==> src/rtl/pattern_window_pkg.sv <==
// Shared types and helpers for the windowed serial pattern detector.
package pattern_window_pkg;

  localparam int unsigned PAT_W_DEF = 8;
  localparam int unsigned CNT_W_DEF = 8;
  localparam int unsigned WIN_W_DEF = 16;

  typedef enum logic [1:0] {
    IDLE = 2'd0,
    RUN  = 2'd1,
    DONE = 2'd2
  } state_e;

  // Map a requested pattern length onto the supported range 1..pat_w.
  function automatic int unsigned clamp_len(input int unsigned len, input int unsigned pat_w);
    if (len == 0) begin
      return 1;
    end else if (len > pat_w) begin
      return pat_w;
    end else begin
      return len;
    end
  endfunction

endpackage

==> src/rtl/serial_pattern_match.sv <==
// Shift-register history with a Mealy compare of the newest L bits against the pattern.
module serial_pattern_match
  import pattern_window_pkg::*;
#(
  parameter int unsigned PAT_W = PAT_W_DEF
) (
  input  logic                   clk,
  input  logic                   reset,
  input  logic                   clr,
  input  logic                   shift_en,
  input  logic                   in,
  input  logic [PAT_W-1:0]       pattern,
  input  logic [$clog2(PAT_W):0] len,
  input  logic                   overlap,
  output logic                   match
);

  localparam int unsigned LEN_W = $clog2(PAT_W) + 1;

  logic [PAT_W-2:0] hist_q;
  logic [LEN_W-1:0] vcnt_q;
  logic [LEN_W-1:0] len_m1_c;
  logic [PAT_W-1:0] window_c;
  logic [PAT_W-1:0] mask_c;

  // len is already clamped to 1..PAT_W by the controller.
  always_comb begin
    len_m1_c = len - LEN_W'(1);
    window_c = {hist_q, in};
    mask_c   = '0;
    for (int i = 0; i < int'(PAT_W); i++) begin
      mask_c[i] = (LEN_W'(i) < len);
    end
  end

  assign match = shift_en && (vcnt_q >= len_m1_c) &&
                 (((window_c ^ pattern) & mask_c) == '0);

  // Non-overlap mode restarts the valid-bit count so the next hit needs L fresh bits.
  always_ff @(posedge clk or negedge reset) begin
    if (!reset) begin
      hist_q <= '0;
      vcnt_q <= '0;
    end else if (clr) begin
      hist_q <= '0;
      vcnt_q <= '0;
    end else if (shift_en) begin
      hist_q <= window_c[PAT_W-2:0];
      if (match && !overlap) begin
        vcnt_q <= '0;
      end else if (vcnt_q < len_m1_c) begin
        vcnt_q <= vcnt_q + LEN_W'(1);
      end
    end
  end

endmodule

==> src/rtl/pattern_window_ctrl.sv <==
// Runs the serial pattern matcher over a bounded window, counts hits and holds a done/ack handshake.
module pattern_window_ctrl
  import pattern_window_pkg::*;
#(
  parameter int unsigned PAT_W = PAT_W_DEF,
  parameter int unsigned CNT_W = CNT_W_DEF,
  parameter int unsigned WIN_W = WIN_W_DEF
) (
  input  logic                   clk,
  input  logic                   reset,
  input  logic                   start,
  input  logic [PAT_W-1:0]       cfg_pattern,
  input  logic [$clog2(PAT_W):0] cfg_len,
  input  logic                   cfg_overlap,
  input  logic [WIN_W-1:0]       win_len,
  input  logic                   in,
  output logic                   match,
  output logic [CNT_W-1:0]       match_count,
  output logic                   busy,
  output logic                   done,
  input  logic                   ack
);

  localparam int unsigned LEN_W = $clog2(PAT_W) + 1;
  localparam logic [CNT_W-1:0] CNT_MAX = {CNT_W{1'b1}};

  state_e           state_q, state_d;
  logic [PAT_W-1:0] pattern_q;
  logic [LEN_W-1:0] len_q;
  logic             overlap_q;
  logic [WIN_W-1:0] win_q;
  logic [WIN_W-1:0] bit_cnt_q;
  logic [CNT_W-1:0] cnt_q;
  logic             accept_c;
  logic             run_c;
  logic             last_bit_c;
  logic             match_c;

  assign accept_c   = (state_q == IDLE) && start;
  assign run_c      = (state_q == RUN);
  assign last_bit_c = (bit_cnt_q == (win_q - WIN_W'(1)));

  always_ff @(posedge clk or negedge reset) begin
    if (!reset) begin
      state_q <= IDLE;
    end else begin
      state_q <= state_d;
    end
  end

  // A zero-length window skips RUN entirely.
  always_comb begin
    state_d = state_q;
    case (state_q)
      IDLE: begin
        if (start) begin
          state_d = (win_len == '0) ? DONE : RUN;
        end
      end
      RUN: begin
        if (last_bit_c) begin
          state_d = DONE;
        end
      end
      DONE: begin
        if (ack) begin
          state_d = IDLE;
        end
      end
      default: state_d = IDLE;
    endcase
  end

  // Config is captured only on an accepted start; counters restart there too.
  always_ff @(posedge clk or negedge reset) begin
    if (!reset) begin
      pattern_q <= '0;
      len_q     <= LEN_W'(1);
      overlap_q <= 1'b0;
      win_q     <= '0;
      bit_cnt_q <= '0;
      cnt_q     <= '0;
    end else if (accept_c) begin
      pattern_q <= cfg_pattern;
      len_q     <= LEN_W'(clamp_len(32'(cfg_len), PAT_W));
      overlap_q <= cfg_overlap;
      win_q     <= win_len;
      bit_cnt_q <= '0;
      cnt_q     <= '0;
    end else if (run_c) begin
      bit_cnt_q <= bit_cnt_q + WIN_W'(1);
      if (match_c && (cnt_q != CNT_MAX)) begin
        cnt_q <= cnt_q + CNT_W'(1);
      end
    end
  end

  serial_pattern_match #(
    .PAT_W (PAT_W)
  ) u_match (
    .clk      (clk),
    .reset    (reset),
    .clr      (accept_c),
    .shift_en (run_c),
    .in       (in),
    .pattern  (pattern_q),
    .len      (len_q),
    .overlap  (overlap_q),
    .match    (match_c)
  );

  assign match       = match_c;
  assign match_count = cnt_q;
  assign busy        = (state_q == RUN);
  assign done        = (state_q == DONE);

endmodule

==> config.mk <==
export PLATFORM = sky130hd
export DESIGN_NAME = pattern_window_ctrl
export DESIGN_NICKNAME = d
export VERILOG_FILES = /design/src/rtl/pattern_window_pkg.sv /design/src/rtl/serial_pattern_match.sv /design/src/rtl/pattern_window_ctrl.sv
export SDC_FILE = /design/constraint.sdc
export NUM_CORES = 1
export LEC_CHECK = 0
export ABC_AREA = 0
export BUFFER_PORTS_ARGS = -buffer_cell sky130_fd_sc_hd__buf_2
export CORE_ASPECT_RATIO = 1.2
export CORE_MARGIN = 3
export CORE_UTILIZATION = 36
export CTS_BUF_LIST = sky130_fd_sc_hd__clkbuf_16
export DETAILED_ROUTE_END_ITERATION = 8
export PLACE_DENSITY = 0.58
export SLEW_MARGIN = 10
export SYNTH_ARGS = -nofsm -noshare
export SYNTH_HDL_FRONTEND = slang
export SYNTH_SLANG_ARGS = --single-unit
==> constraint.sdc <==
create_clock -name clk -period 2.75 [get_ports clk]
set_input_delay 0.1375 -clock clk [delete_from_list [all_inputs] [get_ports clk]]
set_output_delay 0.1375 -clock clk [all_outputs]
set_load 0.01 [all_outputs]
## Word level (Yosys, flattened, before mapping)

Cells that the tools add are included.

| storage, ports and cells | value |
|---|---|
| ROM bits | 0 |
| bits of input ports | 34 |
| logic and storage cells | 68 |
| bits in latches | 0 |
| memories | 0 |
| flip-flop bits (word level) | 66 |
| RAM bits | 0 |

| cells by class | value |
|---|---|
| bitwise gates (word level) | 2 |
| shifts and indexed selects | 0 |
| order comparisons | 11 |
| muxes and demuxes | 18 |
| div/mod/pow operators | 0 |
| reduce and logical (&&, ||, !) cells | 16 |
| eq/ne operators | 7 |
| $add $sub $neg | 5 |
| $mul | 0 |

Operator list:

| cell | number |
|---|---|
| 2-to-1 mux 16 bit | 2 |
| 2-to-1 mux 4 bit | 6 |
| 2-to-1 mux 8 bit | 3 |
| adder 16 x 1 -> 16 bit, second input constant | 1 |
| equality test 16 bit | 1 |
| logical NOT 16 bit | 1 |
| < comparator 3 x 4 -> 1 bit, first input constant | 4 |
| subtractor 16 x 1 -> 16 bit, second input constant | 1 |
| 2-to-1 mux 7 bit | 2 |
| adder 8 x 1 -> 8 bit, second input constant | 1 |
| bitwise AND 8 bit | 1 |
| logical NOT 8 bit | 1 |
| < comparator 1 x 4 -> 1 bit, first input constant | 2 |
| < comparator 2 x 4 -> 1 bit, first input constant | 2 |
| 2-to-1 mux 2 bit | 4 |
| != test 8 bit, second input constant | 1 |
| bitwise XOR 8 bit | 1 |
| case mux 2 bit (3 select lines) | 1 |
| logical AND 1 bit | 5 |
| adder 4 x 1 -> 4 bit, second input constant | 1 |
| >= comparator 4 bit | 1 |
| > comparator 4 bit, second input constant | 1 |
| logical NOT 4 bit | 1 |
| < comparator 4 bit | 1 |
| other kinds (11) | 14 |

## Depth between registers and ports, before layout

| logic depth | value |
|---|---|
| depth after elaboration | 8 |
| gate-level depth with buffers | 10 |
| gate-level depth less buffers | 10 |

## Hierarchy

Synthesis repeated with hierarchy kept, for this count alone.

| second synthesis, totals | value |
|---|---|
| cell total of the unflattened synthesis | 433 |
| area total of the unflattened synthesis | 3809.9 um^2 |

By module, submodules not included:

| module | cells each | area an instance (um^2) | times used |
|---|---|---|---|
| pattern_window_ctrl | 335 | 2897.8 | 1 |
| serial_pattern_match | 98 | 912.1 | 1 |

## Worst setup path before layout

OpenSTA, ideal clock, no wires.

| path | value |
|---|---|
| path kind | reg2reg |
| from | register len_q[0] |
| to | register u_match.vcnt_q[3] |
| data required time | 2.613 ns |
| buffers on the path | 0 |
| stages on the path, launching flop included | 11 |
| arrival | 2.288 ns |
| slack | 0.325 ns |
| cells stage by stage | dfstp_2 > inv_1 > ha_1 > ha_1 > nor2b_1 > o21ai_0 > nand2b_1 > a211oi_1 > nand4_1 > xor2_1 > nor2_1 |

| between the ends | value |
|---|---|
| cells in the longest elaborated chain, start to end | 8 |
| elaborated cells between the ends (all ways) | 21 |

RTL lines:

| element | RTL line | RTL |
|---|---|---|
| from (decl) | pattern_window_ctrl.sv:29 | `logic [LEN_W-1:0] len_q;` |
| from (signal assigned) | pattern_window_ctrl.sv:85 | `len_q <= LEN_W'(clamp_len(32'(cfg_len), PAT_W));` |
| subtractor 4 x 1 -> 4 bit, or another cell as far along | serial_pattern_match.sv:28 | `len_m1_c = len - LEN_W'(1);` |
| >= comparator 4 bit or bitwise AND 8 bit (tied branches) | serial_pattern_match.sv:36, serial_pattern_match.sv:37 |  |
| logical AND 1 bit or logical NOT 8 bit (tied branches) | serial_pattern_match.sv:36, serial_pattern_match.sv:37 |  |
| logical AND 1 bit | serial_pattern_match.sv:36 | `assign match = shift_en && (vcnt_q >= len_m1_c) &&` |
| logical AND 1 bit | serial_pattern_match.sv:49 | `if (match && !overlap) begin` |
| 2-to-1 mux 4 bit | serial_pattern_match.sv:49 |  |
| 2-to-1 mux 4 bit | serial_pattern_match.sv:47 | `end else if (shift_en) begin` |
| 2-to-1 mux 4 bit | serial_pattern_match.sv:44 | `end else if (clr) begin` |
| to (signal assigned) | serial_pattern_match.sv:52 | `vcnt_q <= vcnt_q + LEN_W'(1);` |
| to (decl) | serial_pattern_match.sv:21 | `logic [LEN_W-1:0] vcnt_q;` |

Parallel ways exist; a longest one is shown, timed or not. The select of a mux whose other input is x is not followed.
A chain may end at the register's enable or synchronous reset.

## Final worst setup path

| path | value |
|---|---|
| from | register len_q[0] |
| to | output port match |

| between the ends | value |
|---|---|
| cells in the longest elaborated chain, start to end | 4 |
| elaborated cells between the ends (all ways) | 14 |

RTL lines:

| element | RTL line | RTL |
|---|---|---|
| subtractor 4 x 1 -> 4 bit, or another cell as far along | serial_pattern_match.sv:28 |  |
| >= comparator 4 bit or bitwise AND 8 bit (tied branches) | serial_pattern_match.sv:36, serial_pattern_match.sv:37 |  |
| logical AND 1 bit or logical NOT 8 bit (tied branches) | serial_pattern_match.sv:36, serial_pattern_match.sv:37 |  |
| logical AND 1 bit (*) | serial_pattern_match.sv:36 |  |
| to (decl) | pattern_window_ctrl.sv:17 | `output logic match,` |

Mark *: on every way between the ends. The rest lies on a longest branch, timed or not.

==> impl_metrics.xml <==
<?xml version="1.0" encoding="UTF-8"?>
<metrics>
  <group name="status">
    <metric name="run_status" unit="">finished with violations</metric>
    <metric name="failed_checks" unit="">negative hold slack</metric>
  </group>
  <group name="routing">
    <metric name="drc" unit="">0</metric>
    <metric name="detail_route.vias_per_cell" unit="">5.13</metric>
    <metric name="drt_pre_antenna_iters" unit="">4</metric>
    <metric name="ant_nets" unit="">0</metric>
    <metric name="detailedRoute.firstIterationViolations" unit="">129</metric>
    <metric name="routed_wl" unit="mm">8.88</metric>
    <metric name="detailroute.via_count" unit="">3222</metric>
    <metric name="detail_route.wl_per_cell" unit="um">14.1</metric>
  </group>
  <group name="worst_setup_path">
    <metric name="worstReg2RegStart" unit="">len_q[0]</metric>
    <metric name="critical_path_class" unit="">reg -&gt; out</metric>
    <metric name="worstSetupStartpointType" unit="">flop</metric>
    <metric name="worst_r2r_path_depth" unit="">11</metric>
    <metric name="cp_data_arrival_time" unit="ns">2.39</metric>
    <metric name="crit_family" unit="">adder cells</metric>
    <metric name="worst-path-buf-inv" unit="">3</metric>
    <metric name="reg2reg_to" unit="">u_match.vcnt_q[3]</metric>
    <metric name="critPathRequiredTime" unit="ns">2.61</metric>
    <metric name="crit_path_end" unit="">match</metric>
    <metric name="setup.worst_path.start" unit="">len_q[0]</metric>
    <metric name="crit_slowest_cell" unit="">dfstp_2</metric>
    <metric name="crit_fanout" unit="">4</metric>
    <metric name="cp_slowest_stage_delay" unit="ns">0.56</metric>
    <metric name="crit_path_end_kind" unit="">output pin</metric>
    <metric name="critical_path_depth" unit="">9</metric>
    <metric name="crit_chain" unit="">inv_1 -&gt; ha_1 -&gt; ha_1 -&gt; a21o_1 -&gt; a21o_1 -&gt; a21oi_2 -&gt; buf_4 -&gt; nor2_1 -&gt; buf_2</metric>
    <metric name="rrSetupSlack" unit="ns">0.32</metric>
  </group>
  <group name="global_routing">
    <metric name="grt_max_degree" unit="">67</metric>
    <metric name="grt_usage" unit="%">16.3</metric>
    <metric name="global_route.usage.met2" unit="%">28.0</metric>
    <metric name="grt_antenna_before_repair" unit="">0</metric>
    <metric name="grtUsageMet1" unit="%">18.8</metric>
    <metric name="grt.met3_usage" unit="%">4.09</metric>
    <metric name="grt_busiest_layer" unit="">met2</metric>
    <metric name="grt_pass1_vias" unit="">3220</metric>
    <metric name="grt_overflow_total" unit="">0</metric>
    <metric name="grt_pass1_wl" unit="mm">15.2</metric>
  </group>
  <group name="logic_synthesis">
    <metric name="ys_ff_latch" unit="">66</metric>
    <metric name="syn-cell-area" unit="sq um">3750</metric>
    <metric name="synth_fp_nets" unit="">484</metric>
    <metric name="synth_warnings" unit="">0</metric>
    <metric name="asyncSetResetFlopFracSynth" unit="%">100</metric>
    <metric name="post_synth_top_flop" unit="">dfrtp_1</metric>
    <metric name="seq_area_frac_synth" unit="%">44.1</metric>
    <metric name="netlist_instances" unit="">439</metric>
    <metric name="avgSynthCellArea" unit="sq um">8.54</metric>
    <metric name="synth_enable_flop_cells" unit="">0</metric>
    <metric name="synthDistinctLibCells" unit="">55</metric>
  </group>
  <group name="clocking">
    <metric name="worst_skew_pair.late_latency" unit="ns">0.34</metric>
    <metric name="cts_made_buffers" unit="">9</metric>
    <metric name="clkSinkCount" unit="">66</metric>
    <metric name="htree_levels" unit="">3</metric>
    <metric name="cts_post_setup_buffers_inserted" unit="">0</metric>
    <metric name="cts.reportedPaths.clkPinSlew" unit="ns">0.06</metric>
    <metric name="tritoncts" unit="">done</metric>
    <metric name="clockRootBuffer" unit="">clkbuf_16</metric>
    <metric name="cts.path.max_buffers" unit="">2</metric>
  </group>
  <group name="power_and_ir_drop">
    <metric name="p_int" unit="mW">2.42</metric>
    <metric name="seq_pwr_share" unit="%">40.6</metric>
    <metric name="leakage" unit="nW">2.16</metric>
    <metric name="netSwitchingFraction" unit="%">35.4</metric>
    <metric name="vdd_ir_drop_max" unit="mV">0.476</metric>
    <metric name="combinationalPowerShare" unit="%">32.4</metric>
    <metric name="net-switching-power" unit="mW">1.32</metric>
    <metric name="overall_power_after_layout" unit="mW">3.75</metric>
    <metric name="power_per_cell_area" unit="nW/um^2">832</metric>
    <metric name="clock_power_share" unit="%">26.9</metric>
  </group>
  <group name="timing">
    <metric name="worst_hold_slack" unit="ns">-0.0101</metric>
    <metric name="final-setup-viol-count" unit="">0</metric>
    <metric name="hold_violations" unit="">5</metric>
    <metric name="layout_worst_path_cycle_share" unit="%">92.0</metric>
    <metric name="slew_headroom" unit="%">43.7</metric>
    <metric name="grt_setup_unrepaired" unit="">false</metric>
    <metric name="finClkSkew" unit="ns">0.00621</metric>
    <metric name="max_freq" unit="MHz">395</metric>
    <metric name="fin_setup_tns" unit="ns">0</metric>
    <metric name="worstMarginPinSlew" unit="ns">0.844</metric>
    <metric name="timing_max_transition_violations_final" unit="">0</metric>
    <metric name="time_the_worst_path_needs_with_i_o_delays_and_setup" unit="ns">2.53</metric>
  </group>
  <group name="job">
    <metric name="max_cap_violations" unit="">0</metric>
  </group>
  <group name="layout">
    <metric name="fillCellCount" unit="">1038</metric>
    <metric name="design.final.nets" unit="">542</metric>
    <metric name="layout.cells.most_common" unit="">nand2_1</metric>
    <metric name="final_antenna_diode_count" unit="">0</metric>
    <metric name="final_cell_mix" unit="">nand2_1, dfrtp_1, buf_2</metric>
    <metric name="syn2layout_area_growth" unit="%">20.2</metric>
    <metric name="final_layout_size_suffix_gt1_share" unit="%">16.1</metric>
  </group>
  <group name="placed_design">
    <metric name="dp.final_hpwl" unit="mm">6.38</metric>
    <metric name="numPortBuffers" unit="">44</metric>
    <metric name="gp_congestion" unit="">0.788</metric>
  </group>
  <group name="floorplanning">
    <metric name="core.rowCount" unit="">40</metric>
    <metric name="die_height" unit="um">118</metric>
    <metric name="dieArea" unit="sq um">11700</metric>
    <metric name="io_pins" unit="">45</metric>
    <metric name="die_w" unit="um">99.2</metric>
    <metric name="starting_density_of_the_core" unit="%">37.1</metric>
    <metric name="core_region_area" unit="sq um">10100</metric>
  </group>
  <group name="worst_hold_path">
    <metric name="hold_path.class" unit="">in -&gt; async</metric>
  </group>
</metrics>
## sequential cells by signal, summed over array words and instances, names as in the netlist
register	flops
u_match.vcnt_q	4
state_q	2
pattern_q	8
u_match.hist_q	7
win_q	16
overlap_q	1
len_q	4
bit_cnt_q	16
match_count	8
## power by group through the flow
stage	Combinational, mW	Sequential [mW]	Clock [mW]
2_1_floorplan	0.907	1.43	0
3_3_place_gp	1.15	1.52	0
3_5_place_dp	1.19	1.54	0
4_1_cts	1.21	1.52	1.03
5_1_grt	1.38	1.58	1.08
6_report	1.22	1.52	1.01
## metal layers
layer / vias up / part of all wire (%)
li1: 1618 / -
met2: 60 / 51
met3: 26 / 2.8
met5: - / 0
met4: 0 / 3.6
met1: 1518 / 42
## cell families after synthesis
kind of cell	count (synthesis)	synth area share (%)
and+or+nand+nor	214	26.5
AOI/OAI and AO/OA	75	12.3
DFF	66	44.1
buffers and inverters	33	3.77
xor gates and xnor gates	31	7.24
adders and majority gates	11	3.67
muxes	9	2.44
## timing repair
action,CTS,global route
gates resized for setup,1,2
endpoints found under the hold margin,10,0
pin swaps,0,0
endpoints found under the setup margin,8,4
hold buffers,10,0
## worst min path at each step
stage	endpoint	slack [ns]
global placement	pattern_q[1]	0.33
CTS	win_q[3]	0.00003
global route	win_q[11]	0.01
detailed placement	pattern_q[2]	0.33
finish	win_q[7]	-0.01
floorplan	bit_cnt_q[0]	-0.16
## cells in the mapped netlist (11+ instances only)
library cell	count	area share (%)
inv_1	13	1.3
nor2_1	25	2.5
ha_1	11	3.7
nand3_1	11	1.5
xnor2_1	20	4.7
nand2_1	119	12
clkbuf_1	12	1.2
dfrtp_1	65	43
o21ai_0	36	4.8
xor2_1	11	2.6
a21oi_1	13	1.7
## area by class of cell
cell class              instances  area [sq um]  area share (%)
well taps                     126           158            3.50
clock inverters                 7          37.5           0.833
multi-input cells             340          1970            43.7
repair buffers                 66           410            9.11
clock buffers                   9           225            5.00
flip-flops and latches         66          1650            36.7
inverters                      14          52.6            1.17
## stage by stage
stage	setup WS (ns)	hold slack [ns]	area (sq um)	utilization [%]	instances
after floorplan	0.325	-0.158	3750	-	439
after global routing	0.0954	0.0110	4510	44.6	628
after CTS	0.165	0.0000306	4500	44.5	628
after detailed placement	-0.175	0.329	4130	40.8	602
final	0.221	-0.0101	4510	44.6	628
after global placement	-0.134	0.326	4130	40.8	602
(Power assumes the default switching activity.)
